**config.mk**
```make
export PLATFORM = sky130hd
export DESIGN_NAME = ahb_arbiter
export DESIGN_NICKNAME = d
export VERILOG_FILES = /design/src/rtl/ahb_arbiter.sv
export SDC_FILE = /design/constraint.sdc
export NUM_CORES = 1
export LEC_CHECK = 0
export ABC_AREA = 0
export CORE_AREA = 4 4 80 82
export CTS_CLUSTER_SIZE = 28
export DETAILED_ROUTE_END_ITERATION = 10
export DIE_AREA = 0 0 84 86
export GPL_ROUTABILITY_DRIVEN = 0
export PLACE_DENSITY = 0.8
export SYNTH_ARGS = -nofsm -noshare
export SYNTH_HDL_FRONTEND = slang
export SYNTH_SLANG_ARGS = --single-unit
```
**constraint.sdc**
```tcl
create_clock -name CLK -period 7.1 [get_ports CLK]
set_clock_uncertainty 0.1 [all_clocks]
set_input_delay 2.13 -clock CLK [delete_from_list [all_inputs] [get_ports CLK]]
set_output_delay 2.13 -clock CLK [all_outputs]
set_load 0.01 [all_outputs]
```
**src/rtl/ahb_arbiter.sv**
```systemverilog
// ahb_arbiter: five-master AHB address/control bus arbiter.
//   Latency: HGRANT updates on the HREADY=1 edge that samples the request
//   (1 cycle); HMASTER/HMASTLOCK follow HGRANT on the next HREADY=1 edge.
//   Backpressure: HREADY=0 freezes every piece of state (grant, owner, FSM, beats).
// Ports:
//   CLK, RESET          bus clock; asynchronous active-high reset
//   HBUSREQ[4:0]        per-master bus request
//   HLOCK[4:0]          per-master locked-sequence request
//   HREADY              address phase accepted this cycle
//   HTRANS[1:0]         address-phase transfer type of the current owner
//   HBURST[2:0]         address-phase burst type of the current owner
//   HGRANT[4:0]         one-hot grant (registered)
//   HMASTER[3:0]        owner of the current address phase (registered)
//   HMASTLOCK           current address phase is locked (registered)
// Build option: define ARB_FIXED_PRIORITY_EN for fixed priority (master 0
// highest); otherwise round-robin starting after the last winner.
module ahb_arbiter #(
  parameter int DEFAULT_MASTER = 0
) (
  input  logic       CLK,
  input  logic       RESET,
  input  logic [4:0] HBUSREQ,
  input  logic [4:0] HLOCK,
  input  logic       HREADY,
  input  logic [1:0] HTRANS,
  input  logic [2:0] HBURST,
  output logic [4:0] HGRANT,
  output logic [3:0] HMASTER,
  output logic       HMASTLOCK
);

  localparam logic [1:0] TR_IDLE   = 2'b00;
  localparam logic [1:0] TR_BUSY   = 2'b01;
  localparam logic [1:0] TR_NONSEQ = 2'b10;
  localparam logic [1:0] TR_SEQ    = 2'b11;

  localparam logic [2:0] DEF_IDX   = 3'(DEFAULT_MASTER);
  localparam logic [4:0] DEF_GRANT = 5'd1 << DEFAULT_MASTER;

  typedef enum logic [1:0] {
    ST_ARB   = 2'd0,
    ST_BURST = 2'd1,
    ST_LOCK  = 2'd2
  } state_t;

  state_t     state_q, state_d;
  logic [3:0] cnt_q, cnt_d;
  logic [4:0] grant_q, grant_d;
  logic [3:0] hmaster_q;
  logic       hmastlock_q;

  logic [2:0] owner;      // index of the currently granted master
  logic [2:0] sel;        // arbitration choice ignoring lock
  logic [2:0] winner;     // arbitration choice including lock hold
  logic [3:0] beats_m1;   // fixed-burst length minus one, 0 if not fixed
  logic       fixed_burst;
  logic       arb_ok;

  // One-hot grant to index.
  always_comb begin
    owner = DEF_IDX;
    for (int i = 0; i < 5; i++) begin
      if (grant_q[i]) owner = 3'(i);
    end
  end

  // Fixed-length burst decode; HBURST[0] (wrap vs incr) does not affect length.
  always_comb begin
    beats_m1 = 4'd0;
    case (HBURST)
      3'b010, 3'b011: beats_m1 = 4'd3;
      3'b100, 3'b101: beats_m1 = 4'd7;
      3'b110, 3'b111: beats_m1 = 4'd15;
      default:        beats_m1 = 4'd0;
    endcase
  end
  assign fixed_burst = (beats_m1 != 4'd0);

`ifdef ARB_FIXED_PRIORITY_EN
  // Lowest requesting index wins.
  always_comb begin
    logic found;
    sel   = DEF_IDX;
    found = 1'b0;
    for (int i = 0; i < 5; i++) begin
      if (!found && HBUSREQ[i]) begin
        sel   = 3'(i);
        found = 1'b1;
      end
    end
  end
`else
  logic [2:0] last_q, last_d;

  // Search upward from the master after the last winner, wrapping at 5.
  always_comb begin
    logic found;
    int   j;
    sel   = DEF_IDX;
    found = 1'b0;
    j     = 0;
    for (int k = 1; k <= 5; k++) begin
      j = (int'(last_q) + k) % 5;
      if (!found && HBUSREQ[j]) begin
        sel   = 3'(j);
        found = 1'b1;
      end
    end
  end
`endif

  // A granted master holding HLOCK keeps the bus over any round-robin choice.
  assign winner = HLOCK[owner] ? owner : sel;

  // BURST allows handover only while the final beat's address is accepted.
  assign arb_ok = (state_q == ST_ARB) ||
                  ((state_q == ST_BURST) && (cnt_q == 4'd1) && (HTRANS == TR_SEQ));

  always_comb begin
    state_d = state_q;
    cnt_d   = cnt_q;
    grant_d = grant_q;
`ifndef ARB_FIXED_PRIORITY_EN
    last_d  = last_q;
`endif
    if (HREADY) begin
      case (state_q)
        ST_ARB: begin
          if ((HTRANS == TR_NONSEQ) && fixed_burst) begin
            state_d = ST_BURST;
            cnt_d   = beats_m1;
          end
        end
        ST_BURST: begin
          case (HTRANS)
            TR_SEQ: begin
              cnt_d = cnt_q - 4'd1;
              if (cnt_q == 4'd1) state_d = ST_ARB;
            end
            TR_NONSEQ: begin
              // A new fixed burst restarts the count; anything else ends it early.
              if (fixed_burst) begin
                cnt_d = beats_m1;
              end else begin
                state_d = ST_ARB;
                cnt_d   = 4'd0;
              end
            end
            TR_IDLE: begin
              state_d = ST_ARB;
              cnt_d   = 4'd0;
            end
            default: ;  // BUSY holds the count
          endcase
        end
        ST_LOCK: begin
          if (!HLOCK[owner] && (HTRANS != TR_BUSY)) state_d = ST_ARB;
        end
        default: begin
          state_d = ST_ARB;
          cnt_d   = 4'd0;
        end
      endcase

      if (arb_ok) begin
        grant_d = 5'd1 << winner;
`ifndef ARB_FIXED_PRIORITY_EN
        last_d  = winner;
`endif
        if (HLOCK[winner]) begin
          state_d = ST_LOCK;
          cnt_d   = 4'd0;
        end
      end
    end
  end

  always_ff @(posedge CLK or posedge RESET) begin
    if (RESET) begin
      state_q     <= ST_ARB;
      cnt_q       <= 4'd0;
      grant_q     <= DEF_GRANT;
      hmaster_q   <= {1'b0, DEF_IDX};
      hmastlock_q <= 1'b0;
`ifndef ARB_FIXED_PRIORITY_EN
      last_q      <= DEF_IDX;
`endif
    end else begin
      state_q <= state_d;
      cnt_q   <= cnt_d;
      grant_q <= grant_d;
`ifndef ARB_FIXED_PRIORITY_EN
      last_q  <= last_d;
`endif
      // Address-phase owner is whoever held the grant when this phase was accepted.
      if (HREADY) begin
        hmaster_q   <= {1'b0, owner};
        hmastlock_q <= HLOCK[owner];
      end
    end
  end

  assign HGRANT    = grant_q;
  assign HMASTER   = hmaster_q;
  assign HMASTLOCK = hmastlock_q;

endmodule
```
==> flow_summary.yaml, run 1 <==
outcome:
  outcome: "complete, no violations"
synthesis:
  ys_seq_area_share_pct: 13.7
  post-synth-top-count-cell: "nand2_1"
  avgSynthCellArea_um2: 7.83
  synth_top_area_share_pct: 12.9
  synth_cells: 422
  ys.flop_type: "dfrtp_1"
  ys_seq_elements: 18
  synth_nets: 466
  synth_common_cells: "nand2_1, nor2_1, ha_1"
  synth_area_leaders: "dfrtp_1, ha_1, nand2_1"
  syn-cell-area_um2: 3300
  async_flop_share_pct: 100
  synth_edf_count: 0
  synth_top_cell_by_area: "dfrtp_1"
  ys_types: 83
  yosysWarningCount: 0
clock_tree:
  path_clk_slew_ps: 70
  clkSinkCount: 18
  cts_hold_buf: 0
  tritoncts: "done"
  htreeDepth: 1
  clock_latency_ps: 260
  cts_resized: 0
  cts_buffers: 3
  cts_buffer_depth: 2
  cts_root_buf: "clkbuf_8"
  post_cts_buffers: 0
floorplan:
  rows: 28
  die_x_um: 84
  fp.dieH_um: 86
  die_area_um2: 7220
  core_area_um2: 5750
  ios: 28
  start_util_pct: 57.5
global_routing:
  grt_max_degree: 45
  grt_pass1_wl_um: 14400
  antenna_found_initial: 0
  grt_usage_pct: 23.4
  grt.overflow.total: 0
  grt_pass1_vias: 3158
worst_setup_path:
  start_kind: "register"
  cp.arrival_ps: 6680
  critical-path-top-delay-family: "compound AO/OA/AOI/OAI gates"
  slowest_stage: "xnor2_1"
  critical-path-max-stage-delay_ps: 950
  critPathMostFrequentCell: "ha_1"
  critPathRequiredTime_ps: 7150
  crit_path_max_fanout: 13
  path_class: "reg -> reg"
  crit_path_cell_trace: "ha_1 > xnor2_1 > inv_2 > ha_1 > o31ai_1 > o311a_1 > nor2_1 > ha_1 > nor2b_1 > or3_1 > o311a_1 > or4_1 > a32oi_2 > nand2_1 > a21o_1 > a211oi_1 > nor2_1 > or4_1 > o2111a_1"
  critPathBufInv: 1
  crit_path_end_kind: "register"
sta:
  tns_ps: 0
  hold_viol: 0
  slew_violations: 0
  slew_headroom_pct: 24.5
  period_share_pct: 93.3
  fmax_ghz: 0.151
  setup_viol: 0
  worst_pin_slew_ps: 1120
  period_needed_ps: 6620
  rsz0062_at_grt: "false"
cells_and_area:
  num_antenna_cells: 0
  drive_gt1_share_pct: 9.07
  syn2layout_area_growth_pct: 8.94
  nets: 475
job:
  maxCapViolations: 0
detailed_routing:
  wl_per_cell_um: 17.4
  vias: 3542
  wl_um: 8800
  via_per_inst: 7.01
  drc: 0
  firstDrtPassIters: 6
  ant_nets: 0
  drt_iter0_drc: 244
placement:
  portBuffers: 25
  hpwlAfterDp_um: 6510
hold_path:
  hp-class: "reg -> reg"
==> registers in the layout, indices dropped and copies added (netlist names) <==
signal / flops
state_q: 2
last_q: 3
HMASTLOCK: 1
HMASTER: 3
HGRANT: 5
cnt_q: 4
==> routing by layer <==
layer | GRT usage, % | routed length, µm
met5 | 0 | 0
met4 | 8.63 | 222
met3 | 2.31 | 618
met2 | 39.8 | 4170
met1 | 30.8 | 3800
==> final timing paths <==
kind | from | endpoint | slack, ps | depth (start not counted)
worst max-delay path | last_q[0] | state_q[0] | 480 | 19
min in group asynchronous | RESET | HGRANT[1] | 2170 | 2
worst min register to register | HGRANT[0] | HGRANT[0] | 380 | 2
worst min-delay path | HGRANT[0] | HGRANT[0] | 380 | 2
worst max register to register | last_q[0] | state_q[0] | 480 | 19
max in group asynchronous | RESET | cnt_q[0] | 4290 | 2
==> cell type report <==
class / instances / area (µm²)
fill: 518 / 2150
tap: 75 / 93.8
timing repair buffer: 29 / 280
sequential: 18 / 452
clock buffer: 4 / 45.0
multi-input combinational: 353 / 2630
inverter: 26 / 97.6
==> per-stage QoR <==
| stage | std cells | hold slack [ps] | cell area [µm²] | util (%) | worst slack (ps) |
|---|---|---|---|---|---|
| 3_5_place_dp | 501 | 369 | 3550 | 61.8 | 670 |
| 3_3_place_gp | 501 | 372 | 3550 | 61.8 | 811 |
| 6_report | 505 | 384 | 3600 | 62.6 | 477 |
| 4_1_cts | 505 | 387 | 3600 | 62.6 | 645 |
| 5_1_grt | 505 | 405 | 3600 | 62.6 | 85.6 |
| 2_1_floorplan | 422 | 376 | 3300 | - | 1130 |
==> cell families (layout without fill, tap and decap cells) <==
logic type | Yosys count | after routing | synth area share (%)
AOI/OAI and AO/OA | 153 | 153 | 35.3
and+or+nand+nor | 141 | 141 | 22.3
buffers and inverters | 51 | 59 | 6.70
adders and majority gates | 26 | 26 | 9.85
muxes | 23 | 23 | 9.20
DFF | 18 | 18 | 13.7
xor gates and xnor gates | 9 | 9 | 2.84
other | 1 | 1 | 0.114
==> tightest hold or removal path, cell delays in order (launching register included) <==
cell and delay, ps:
dfstp_2 370, nand2_1 50, o31ai_1 60
==> cell usage in the layout, fill, tap and decap left out, types with 6 or more instances in the layout <==
cell,instances
nor3_1,6
a21o_1,8
a21oi_1,21
o31ai_1,10
ha_1,26
mux2_2,9
o21ai_1,6
nand2_1,38
xnor2_1,7
o21ai_0,17
nand2b_1,10
a211oi_1,10
dfrtp_1,17
mux2i_1,9
clkdlybuf4s50_1,25
inv_1,24
a31oi_1,6
nor2_1,32
a22oi_1,7
Power of run 1 is left out: the tool's default activity adds up to more than one toggle a clock period on the data nets, which glitch-free logic cannot reach.
==> run 2: changes to the inputs <==
Settings changed: CTS_CLUSTER_DIAMETER set to 30, PLACE_DENSITY 0.8 to 0.78.
==> run 2 against run 1 <==
  * Routed wire length shrank 3.2%
  * Final cell count did not move
  * Cell area did not move
  * Critical path depth is 7 lower
  * Setup slack better by 530 ps
  * Sequential share of layout area unchanged
  * Non-clock buffer count unchanged
  * Global-route usage rose by 0.87 points
  * Maximum frequency grew 8.6%
  * First-iteration DRC count is 29% higher
  * Die area is the same
  * Highest routed layer unchanged
==> flow_summary.yaml, run 2 (synthesis gave the netlist of run 1 again) <==
floorplan:
  core_area_um2: 5750
  fp.dieH_um: 86
  die_area_um2: 7220
  ios: 28
  start_util_pct: 57.5
  rows: 28
  die_x_um: 84
worst_setup_path:
  crit_path_max_fanout: 9
  cp.arrival_ps: 6160
  critical-path-max-stage-delay_ps: 580
  critPathRequiredTime_ps: 7160
  critPathBufInv: 1
  crit_path_end_kind: "register"
  crit_path_cell_trace: "clkdlybuf4s50_1 > mux4_2 > and2_0 > mux2_2 > a31oi_1 > o311a_1 > nand4_1 > a21o_1 > a211oi_1 > nor2_1 > or4_1 > o2111a_1"
  start_kind: "input port"
  critical-path-top-delay-family: "compound AO/OA/AOI/OAI gates"
  slowest_stage: "clkdlybuf4s50_1"
  path_class: "in -> reg"
cells_and_area:
  syn2layout_area_growth_pct: 8.94
  largest_reg_flops: 5
  num_antenna_cells: 0
  drive_gt1_share_pct: 9.07
  nets: 475
  final_common_cell: "nand2_1"
  final_cell_mix: "nand2_1, nor2_1, ha_1"
detailed_routing:
  wl_um: 8520
  drt_iter0_drc: 314
  drc: 0
  via_per_inst: 6.73
  vias: 3399
  wl_per_cell_um: 16.9
  ant_nets: 0
  firstDrtPassIters: 5
sta:
  slew_headroom_pct: 48.3
  period_share_pct: 85.9
  period_needed_ps: 6100
  hold_viol: 0
  rsz0062_at_grt: "false"
  worst_pin_slew_ps: 776
  fmax_ghz: 0.164
  setup_viol: 0
  slew_violations: 0
  tns_ps: 0
global_routing:
  use_met2_pct: 43.5
  grt.overflow.total: 0
  met3_usage_pct: 1.83
  use_met1_pct: 30.9
  grt_pass1_wl_um: 14700
  grt_usage_pct: 24.2
  grt_pass1_vias: 3162
  antenna_found_initial: 0
  grt_busiest_layer: "met2"
  grt_max_degree: 44
clock_tree:
  cts_buffers: 3
  cts_hold_buf: 0
  post_cts_buffers: 0
  htreeDepth: 1
  clkSinkCount: 18
  tritoncts: "done"
  cts_root_buf: "clkbuf_8"
  path_clk_slew_ps: 70
  cts_buffer_depth: 2
  clock_latency_ps: 260
  cts_resized: 0
outcome:
  outcome: "complete, no violations"
job:
  maxCapViolations: 0
placement:
  portBuffers: 25
  hpwlAfterDp_um: 6410
hold_path:
  hp-class: "reg -> reg"
-- run 2: cell counts in the layout (fill, tap and decap cells not counted) --
No cell type changed its count.
-- run 2: worst paths after layout --
check	start	endpoint	depth (start not counted)	slack [ps]
max	HBUSREQ[0]	state_q[0]	12	1000
min	HGRANT[0]	HGRANT[0]	2	390
max reg2reg	last_q[0]	state_q[0]	19	1330
min reg2reg	HGRANT[0]	HGRANT[0]	2	390
max in group asynchronous	RESET	HGRANT[3]	2	4300
min in group asynchronous	RESET	state_q[1]	2	2160
-- run 2: worst register-to-register path, stage by stage (launching register included) --
cell and delay, ps:
dfrtp_1 390, ha_1 520, xnor2_1 220, inv_2 120, ha_1 240, nor3b_1 440
o311a_1 270, nor2_1 100, ha_1 230, nor2b_1 150, or3_1 320, o311a_1 200
or4_1 440, a32oi_2 260, nand2_1 140, a21o_1 180, a211oi_1 480, nor2_1 160
or4_1 550, o2111a_1 150
-- run 2: metrics by stage --
step / area, µm² / setup slack (ps) / hold WS (ps) / cells / util (%)
after floorplan: 3300 / 1130 / 376 / 422 / -
after global placement: 3550 / 870 / 371 / 501 / 61.8
after detailed placement: 3550 / 775 / 369 / 501 / 61.8
after CTS: 3600 / 1070 / 386 / 505 / 62.6
after global routing: 3600 / 726 / 435 / 505 / 62.6
final: 3600 / 1000 / 387 / 505 / 62.6
-- run 2: layer usage --
layer	vias to the layer above	part of all wire, %	wire length (µm)
li1	1650	-	-
met4	0	1.5	125
met2	109	50	4250
met3	9	4.8	411
met5	-	0	0
met1	1631	44	3740
-- run 2: layout make-up --
type / count / area (µm²)
Tap cell: 75 / 93.8
Timing Repair Buffer: 29 / 280
Inverter: 26 / 97.6
Clock buffer: 4 / 45.0
Multi-Input combinational cell: 353 / 2630
Sequential cell: 18 / 452
Fill cell: 522 / 2150
Power of run 2 is left out for the same reason.
